<file path="src/rtl/stopwatch_controller.sv">
// Stopwatch control FSM: button conditioning, tick prescaler, counter clear and lap display mux.
// Optional button debounce is built when STOPWATCH_DEBOUNCE_EN is defined.
module stopwatch_controller #(
  parameter int unsigned c_TICK_DIV  = 1000000,
  parameter int unsigned c_DB_CYCLES = 250000
) (
  input  logic       i_CLK,
  input  logic       i_RST,
  input  logic       i_START_STOP,
  input  logic       i_LAP,
  input  logic       i_CLEAR,
  input  logic [3:0] i_Digit_1_val,
  input  logic [3:0] i_Digit_2_val,
  input  logic [3:0] i_Digit_3_val,
  input  logic [3:0] i_Digit_4_val,
  output logic       o_CLK_EN,
  output logic       o_CNT_RST,
  output logic [3:0] o_Disp_1_val,
  output logic [3:0] o_Disp_2_val,
  output logic [3:0] o_Disp_3_val,
  output logic [3:0] o_Disp_4_val,
  output logic       o_RUNNING,
  output logic       o_LAP_ACTIVE
);

  localparam int unsigned PrescW = (c_TICK_DIV > 2) ? $clog2(c_TICK_DIV) : 1;

  if (c_TICK_DIV < 2 || c_DB_CYCLES < 1) begin : g_param_check
    $error("stopwatch_controller: c_TICK_DIV must be >= 2 and c_DB_CYCLES >= 1");
  end

  typedef enum logic [1:0] {StIdle, StRunning, StLap, StPaused} state_e;

  state_e              state_q, state_d;
  logic [PrescW-1:0]   presc_q, presc_d;
  logic                clk_en_q, clk_en_d;
  logic                cnt_rst_q, cnt_rst_d;
  logic                running_q, running_d;
  logic                lap_active_q, lap_active_d;
  logic [15:0]         lap_q, lap_d;
  // Button vectors are ordered {clear, start_stop, lap}.
  logic [2:0]          sync1_q, sync2_q, hist_q, hist_d, evt_q, evt_d;
  logic [2:0]          level;
  logic                ev_clr, ev_ss, ev_lap;
  logic [15:0]         digits;

`ifdef STOPWATCH_DEBOUNCE_EN
  localparam int unsigned DbW = (c_DB_CYCLES > 1) ? $clog2(c_DB_CYCLES) : 1;
  logic [2:0]     db_q, db_d;
  logic [DbW-1:0] db_cnt_q [3];
  logic [DbW-1:0] db_cnt_d [3];

  always_comb begin
    db_d = db_q;
    for (int i = 0; i < 3; i++) begin
      db_cnt_d[i] = '0;
      if (sync2_q[i] != db_q[i]) begin
        if (db_cnt_q[i] == DbW'(c_DB_CYCLES - 1)) begin
          db_d[i] = sync2_q[i];
        end else begin
          db_cnt_d[i] = db_cnt_q[i] + DbW'(1);
        end
      end
    end
  end

  assign level = db_q;
`else
  assign level = sync2_q;
`endif

  assign digits = {i_Digit_1_val, i_Digit_2_val, i_Digit_3_val, i_Digit_4_val};
  assign ev_clr = evt_q[2];
  assign ev_ss  = evt_q[1] & ~evt_q[2];
  assign ev_lap = evt_q[0] & ~evt_q[1] & ~evt_q[2];

  always_comb begin
    state_d   = state_q;
    presc_d   = presc_q;
    clk_en_d  = 1'b0;
    cnt_rst_d = 1'b0;
    lap_d     = lap_q;
    hist_d    = level;
    evt_d     = level & ~hist_q;

    unique case (state_q)
      StIdle: begin
        presc_d = '0;
        if (ev_clr) begin
          cnt_rst_d = 1'b1;
        end else if (ev_ss) begin
          state_d = StRunning;
        end
      end
      StRunning, StLap: begin
        if (ev_clr) begin
          state_d   = StIdle;
          presc_d   = '0;
          cnt_rst_d = 1'b1;
        end else if (ev_ss) begin
          // Pause freezes the prescaler phase and suppresses any tick due this edge.
          state_d = StPaused;
        end else begin
          if (ev_lap) begin
            if (state_q == StRunning) begin
              state_d = StLap;
              lap_d   = digits;
            end else begin
              state_d = StRunning;
            end
          end
          if (presc_q == PrescW'(c_TICK_DIV - 1)) begin
            presc_d  = '0;
            clk_en_d = 1'b1;
          end else begin
            presc_d = presc_q + PrescW'(1);
          end
        end
      end
      StPaused: begin
        if (ev_clr) begin
          state_d   = StIdle;
          presc_d   = '0;
          cnt_rst_d = 1'b1;
        end else if (ev_ss) begin
          state_d = StRunning;
        end
      end
      default: state_d = StIdle;
    endcase

    running_d    = (state_d == StRunning) || (state_d == StLap);
    lap_active_d = (state_d == StLap);
  end

  always_ff @(posedge i_CLK or posedge i_RST) begin
    if (i_RST) begin
      state_q      <= StIdle;
      presc_q      <= '0;
      clk_en_q     <= 1'b0;
      cnt_rst_q    <= 1'b0;
      running_q    <= 1'b0;
      lap_active_q <= 1'b0;
      lap_q        <= '0;
      sync1_q      <= '0;
      sync2_q      <= '0;
      hist_q       <= '0;
      evt_q        <= '0;
`ifdef STOPWATCH_DEBOUNCE_EN
      db_q         <= '0;
      for (int i = 0; i < 3; i++) db_cnt_q[i] <= '0;
`endif
    end else begin
      state_q      <= state_d;
      presc_q      <= presc_d;
      clk_en_q     <= clk_en_d;
      cnt_rst_q    <= cnt_rst_d;
      running_q    <= running_d;
      lap_active_q <= lap_active_d;
      lap_q        <= lap_d;
      sync1_q      <= {i_CLEAR, i_START_STOP, i_LAP};
      sync2_q      <= sync1_q;
      hist_q       <= hist_d;
      evt_q        <= evt_d;
`ifdef STOPWATCH_DEBOUNCE_EN
      db_q         <= db_d;
      for (int i = 0; i < 3; i++) db_cnt_q[i] <= db_cnt_d[i];
`endif
    end
  end

  assign o_CLK_EN     = clk_en_q;
  assign o_CNT_RST    = cnt_rst_q;
  assign o_RUNNING    = running_q;
  assign o_LAP_ACTIVE = lap_active_q;
  assign o_Disp_1_val = lap_active_q ? lap_q[15:12] : i_Digit_1_val;
  assign o_Disp_2_val = lap_active_q ? lap_q[11:8]  : i_Digit_2_val;
  assign o_Disp_3_val = lap_active_q ? lap_q[7:4]   : i_Digit_3_val;
  assign o_Disp_4_val = lap_active_q ? lap_q[3:0]   : i_Digit_4_val;

endmodule
</file>
<file path="config.mk">
export PLATFORM = sky130hd
export DESIGN_NAME = stopwatch_controller
export DESIGN_NICKNAME = d
export VERILOG_FILES = /design/src/rtl/stopwatch_controller.sv
export SDC_FILE = /design/constraint.sdc
export NUM_CORES = 1
export LEC_CHECK = 0
export BUFFER_PORTS_ARGS = -buffer_cell sky130_fd_sc_hd__buf_2
export CORE_ASPECT_RATIO = 1.75
export CORE_MARGIN = 4
export CORE_UTILIZATION = 56
export DETAILED_ROUTE_END_ITERATION = 12
export MAX_ROUTING_LAYER = met4
export PLACE_DENSITY = 0.79
export SYNTH_ARGS = -nofsm -noshare
export SYNTH_HDL_FRONTEND = slang
export SYNTH_SLANG_ARGS = --single-unit
export TNS_END_PERCENT = 50
</file>
<file path="constraint.sdc">
create_clock -name i_CLK -period 2.8 [get_ports i_CLK]
set_input_delay 0 -clock i_CLK [delete_from_list [all_inputs] [get_ports i_CLK]]
set_output_delay 0 -clock i_CLK [all_outputs]
set_load 0.02 [all_outputs]
</file>
## After elaboration in Yosys (flattened, before gate mapping)

Cells that the tools add are included.
Widths: inputs -> output; s select.

- Output and inout bits: 20
- Bits of input ports: 21
- RAM bits: 0
- Register bits: 54
- Memories kept: 0
- Word-level logic and storage cells: 57
- Latch bits: 0
- ROM bits: 0

- Bitwise logic cells: 8
- Multiply operators: 0
- Add/subtract/negate cells: 1
- Div/mod/pow operators: 0
- Magnitude comparators: 0
- Reduce and logical (&&, ||, !) cells: 6
- Mux-type cells: 23
- Shift-type cells: 0
- Eq/ne operators: 8

Operator list:

| kind | number |
|---|---|
| $mux 20 | 4 |
| $pmux 20 s3 | 1 |
| $add 20x1->20 const B | 1 |
| $eq 20x20->1 const B | 1 |
| $mux 4 | 4 |
| $mux 2 | 7 |
| $eq 2x2->1 const B | 3 |
| $mux 1 | 6 |
| $pmux 2 s3 | 1 |
| $reduce_and 5->1 | 1 |
| $eq 2x1->1 const B | 2 |
| $reduce_or 4->1 | 1 |
| $and 1x1->1 | 3 |
| $and 3x3->3 | 1 |
| $ne 3x3->1 const B | 1 |
| $not 1->1 | 3 |
| $not 3->3 | 1 |
| $logic_not 2->1 | 1 |
| $ne 2x2->1 const B | 1 |
| $reduce_and 2->1 | 1 |
| $reduce_or 2->1 | 1 |
| $logic_or 1x1->1 | 1 |

## Longest topological paths before layout

- Depth in word-level cells: 9
- Gate-level depth with buffers: 8
- Gate-level depth less buffers: 8

## Worst setup path after synthesis

Ideal clock, no wire load.

- Path type: reg-to-reg
- Start: register state_q[1]
- End: register running_q, in the netlist o_RUNNING
- Required time: 2.687 ns
- Cell stages (with the launch flop): 8
- Path buffers: 1
- Period minus slack after synthesis: 1.746 ns
- Library setup time: 0.113 ns
- Data arrival time: 1.634 ns
- Path slack: 1.054 ns
- Path through: dfrtp_1 inv_1 ha_1 nand2b_4 buf_6 o41a_1 ha_1 inv_1

- Cells in the longest elaborated chain, start to end: 8
- Elaborated cells between the ends (all ways): 16
- Classes of those cells: eq/ne (5); mux (8); reduce/logical (3)

RTL lines:

| element | line | RTL |
|---|---|---|
| start: declaration | 34 | `state_e state_q, state_d;` |
| start signal: assignment | 138 | `state_q <= StIdle;` |
| start signal: assignment | 154 | `state_q <= state_d;` |
| $eq 2x1->1 | 86, 105 |  |
| $mux 2 | 105 | `if (state_q == StRunning) begin` |
| $mux 2 | 104 | `if (ev_lap) begin` |
| $mux 2 | 100 | `end else if (ev_ss) begin` |
| $mux 2 | 96 | `if (ev_clr) begin` |
| $pmux 2 s3 * | 86 | `unique case (state_q)` |
| $eq 2x1->1 / $eq 2x2->1 (equally long branches) | 132 | `running_d = (state_d == StRunning) \|\| (state_d == StLap);` |
| $logic_or 1x1->1 * | 132 |  |
| net running_d | 38 | `logic running_q, running_d;` |
| end signal: assignment | 158 | `running_q <= running_d;` |
| end: declaration | 38 |  |

Mark *: on every way through the listed nets, which the timed path passes. The rest lies on a longest branch.
A chain may end at the register's enable or synchronous reset.

## Final worst setup path

- Start: register state_q[0]
- End: register presc_q[16]

- Cells in the longest elaborated chain, start to end: 4
- Elaborated cells between the ends (all ways): 9
- Classes of those cells: eq/ne (5); mux (1); reduce/logical (3)

RTL lines:

| element | line | RTL |
|---|---|---|
| $eq 2x1->1 / $eq 2x2->1 (equally long branches) | 86 |  |
| $reduce_or 2->1 | 86 |  |
| $ne 3x3->1 (no line) | n/a |  |
| $reduce_and 2->1 (no line) | n/a |  |
| end signal: assignment | 155 | `presc_q <= presc_d;` |
| end: declaration | 35 | `logic [PrescW-1:0] presc_q, presc_d;` |

Parallel ways exist; a longest one is shown, timed or not.

==> results.ini <==
[detailed_routing]
via_per_inst = 5.68
dr_wl_met3_um = 206
drtPass1Iterations = 5
routed-wl-met2_um = 2760
antenna_left = 0
drt_iter0_drc = 33
num_vias = 1892
route.detailed.drc = 0
routedWlPerCell_um = 15.7
top_layer = met4
met1_length_um = 2150
wirelength_um = 5240

[min_path]
min_to = sync1_q[1]$_DFF_PP0_
min_from = i_START_STOP
hold_class = in2reg
hold_path_depth = 2

[synthesis]
yosysUniqueCellTypes = 45
synth_seq_area_share_pct = 50.2
ys_seq_elements = 54
synth_edf_count = 0
synth_top_cell_area_share_pct = 50.2
synth-async-reset-ratio_pct = 100
synthesis.nets = 246
synth_common_cells = dfrtp_1 (54), mux2_2 (22), nand2_1 (14)
yosysMostFrequentCell = dfrtp_1
ys_warn_count = 0
syn_area_um2 = 2690
yosys.area.top_type = dfrtp_1
yosys-top-cells-area = dfrtp_1 (50%), mux2_2 (9.2%), mux2_4 (5.6%)
synthCells = 220
synthFlopType = dfrtp_1
syn_area_per_cell_um2 = 12.2

[clock_network]
clk_pin_slew_ps = 100
insertion_delay_ps = 300
cts.path.max_buffers = 2
cts_sinks = 54
cts_hold_buffers = 20
cts-buffers-inserted = 5
cts.htree.levels = 2
cts_tree = done
cts-root-buf = clkbuf_8
post-cts-setup-buffers = 0
post_cts_resized = 0

[setup_path]
critPathRequiredTime_ps = 2980
rr_worst_depth = 7
r2r-start = state_q[0]$_DFF_PP0_
startpoint_type = flop
end_kind = flop
worstReg2RegEnd = presc_q[16]$_DFFE_PP0P_
rrSetupSlack_ps = 810
critPathKind = reg2reg
arrival_ps = 2170
path_max_fanout = 5

[grt]
grt_max_degree = 55
overflow = 0
grt_pass1_wl_um = 9120
antenna_found_initial = 0
grt_util_all_layers_pct = 20.3
grt_pass1_vias = 1923

[sta]
fin_skew_ps = 5.46
final.setup.tns_ps = 0
finalSetupViolCount = 0
min_period_over_period_pct = 71.1
grt_setup_unrepaired = false
drv_slew = 0
timing.final.crit_period_ps = 1990
fmax_ghz = 0.503
worstMarginPinSlew_ps = 1070
slew-limit-headroom_pct = 28.6
hold_viol = 0

[placed_design]
dp_hpwl_um = 3420
gp_congestion = 0.884
io_buffers = 40
place_inst = 305
postPlaceCellArea_um2 = 2900

[floorplan]
coreArea_um2 = 4670
rows = 33
pin_count = 41
start_util_pct = 57.7
die_h_um = 99.7
die_w_um = 60.4
die_area_um2 = 6020

[final_layout]
drive_gt1_share_pct = 37.4
final_nets = 306
stdcell_area_um2 = 3210
fin_cells = 333
area_growth_pct = 19.2
diodes = 0
final_core_util_pct = 68.8
n_fill_cell = 339

[flow_run]
max-cap-violations = 0

[power_and_ir_drop]
leakagePower_nw = 1.42
p_per_area_nw_per_um2 = 798
peakVddDrop_uv = 568

[outcome]
status = complete, no violations

[critical path, stage by stage (launching register included)]
cell	delay [ps]
dfrtp_1	400
inv_1	90
ha_1	390
a21oi_2	220
o2111ai_1	280
nor4_2	280
xnor2_1	150
nor2_1	50
[how the worst max path moves through the flow]
stage | start | to | slack (ps)
6_report | state_q[0]$_DFF_PP0_ | presc_q[16]$_DFFE_PP0P_ | 810
5_1_grt | state_q[1]$_DFF_PP0_ | presc_q[3]$_DFFE_PP0P_ | 670
4_1_cts | state_q[0]$_DFF_PP0_ | presc_q[16]$_DFFE_PP0P_ | 810
3_5_place_dp | state_q[0]$_DFF_PP0_ | presc_q[16]$_DFFE_PP0P_ | 840
3_3_place_gp | state_q[0]$_DFF_PP0_ | presc_q[16]$_DFFE_PP0P_ | 920
2_1_floorplan | state_q[1]$_DFF_PP0_ | o_RUNNING$_DFF_PP0_ | 1050
[cells in the final DEF, fill, tap and decap left out, types with 2 or more instances in the layout]
cell	instances
mux2_4	10
buf_2	40
dfrtp_1	54
nand2_1	14
dlygate4sd3_1	20
o21ai_0	7
nand2b_1	4
xnor2_1	7
a21oi_1	3
nor3_1	5
mux2_2	22
nor2b_1	6
nand3_1	7
nand4_1	6
nor2_1	9
xor2_1	6
nor2_2	10
nand3_2	2
inv_1	8
and4_1	2
o22ai_1	2
and2_1	2
clkbuf_8	5
nor2_4	2
ha_1	5
[layout make-up]
type	count	area (um2)	share of cell area [%]
clock buffers	5	68.8	2.15
clock inverters	3	43.8	1.37
inverters	9	33.8	1.05
multi-input cells	150	1240	38.8
flip-flops and latches	54	1350	42.1
well taps	52	65.1	2.03
repair buffers	60	400	12.5
[sequential cells by signal, summed over array words and instances, names as in the netlist]
| register | count |
|---|---|
| o_CLK_EN | 1 |
| evt_q | 3 |
| o_CNT_RST | 1 |
| hist_d | 3 |
| o_RUNNING | 1 |
| state_q | 2 |
| hist_q | 3 |
| lap_q | 16 |
| presc_q | 20 |
| o_LAP_ACTIVE | 1 |
| sync1_q | 3 |
[metrics by stage]
step	hold WS, ps	setup slack, ps	power [mW]
finish	355	810	2.56
global route	342	673	2.73
CTS	326	806	2.58
detailed placement	110	840	2.02
global placement	108	920	1.99
floorplan	31.4	1050	1.87
[report_power, final]
group	total (mW)	switching (mW)	internal [mW]
logic	0.956	0.513	0.443
clock network	0.522	0.254	0.268
registers	1.08	0.135	0.947
[logic make-up after synthesis]
family,synth area share (%)
simple gates,18.4
flops,50.2
buf+inv,3.53
xor+xnor,4.23
fa+ha+maj,2.32
compound gates,6.51
mux,14.8
[layer usage]
metal,up-vias,track usage (%)
li1,889,-
met1,927,24.5
met2,62,32.9
met3,14,3.25
met4,0,8.70
met5,-,-
(Power assumes the default switching activity.)
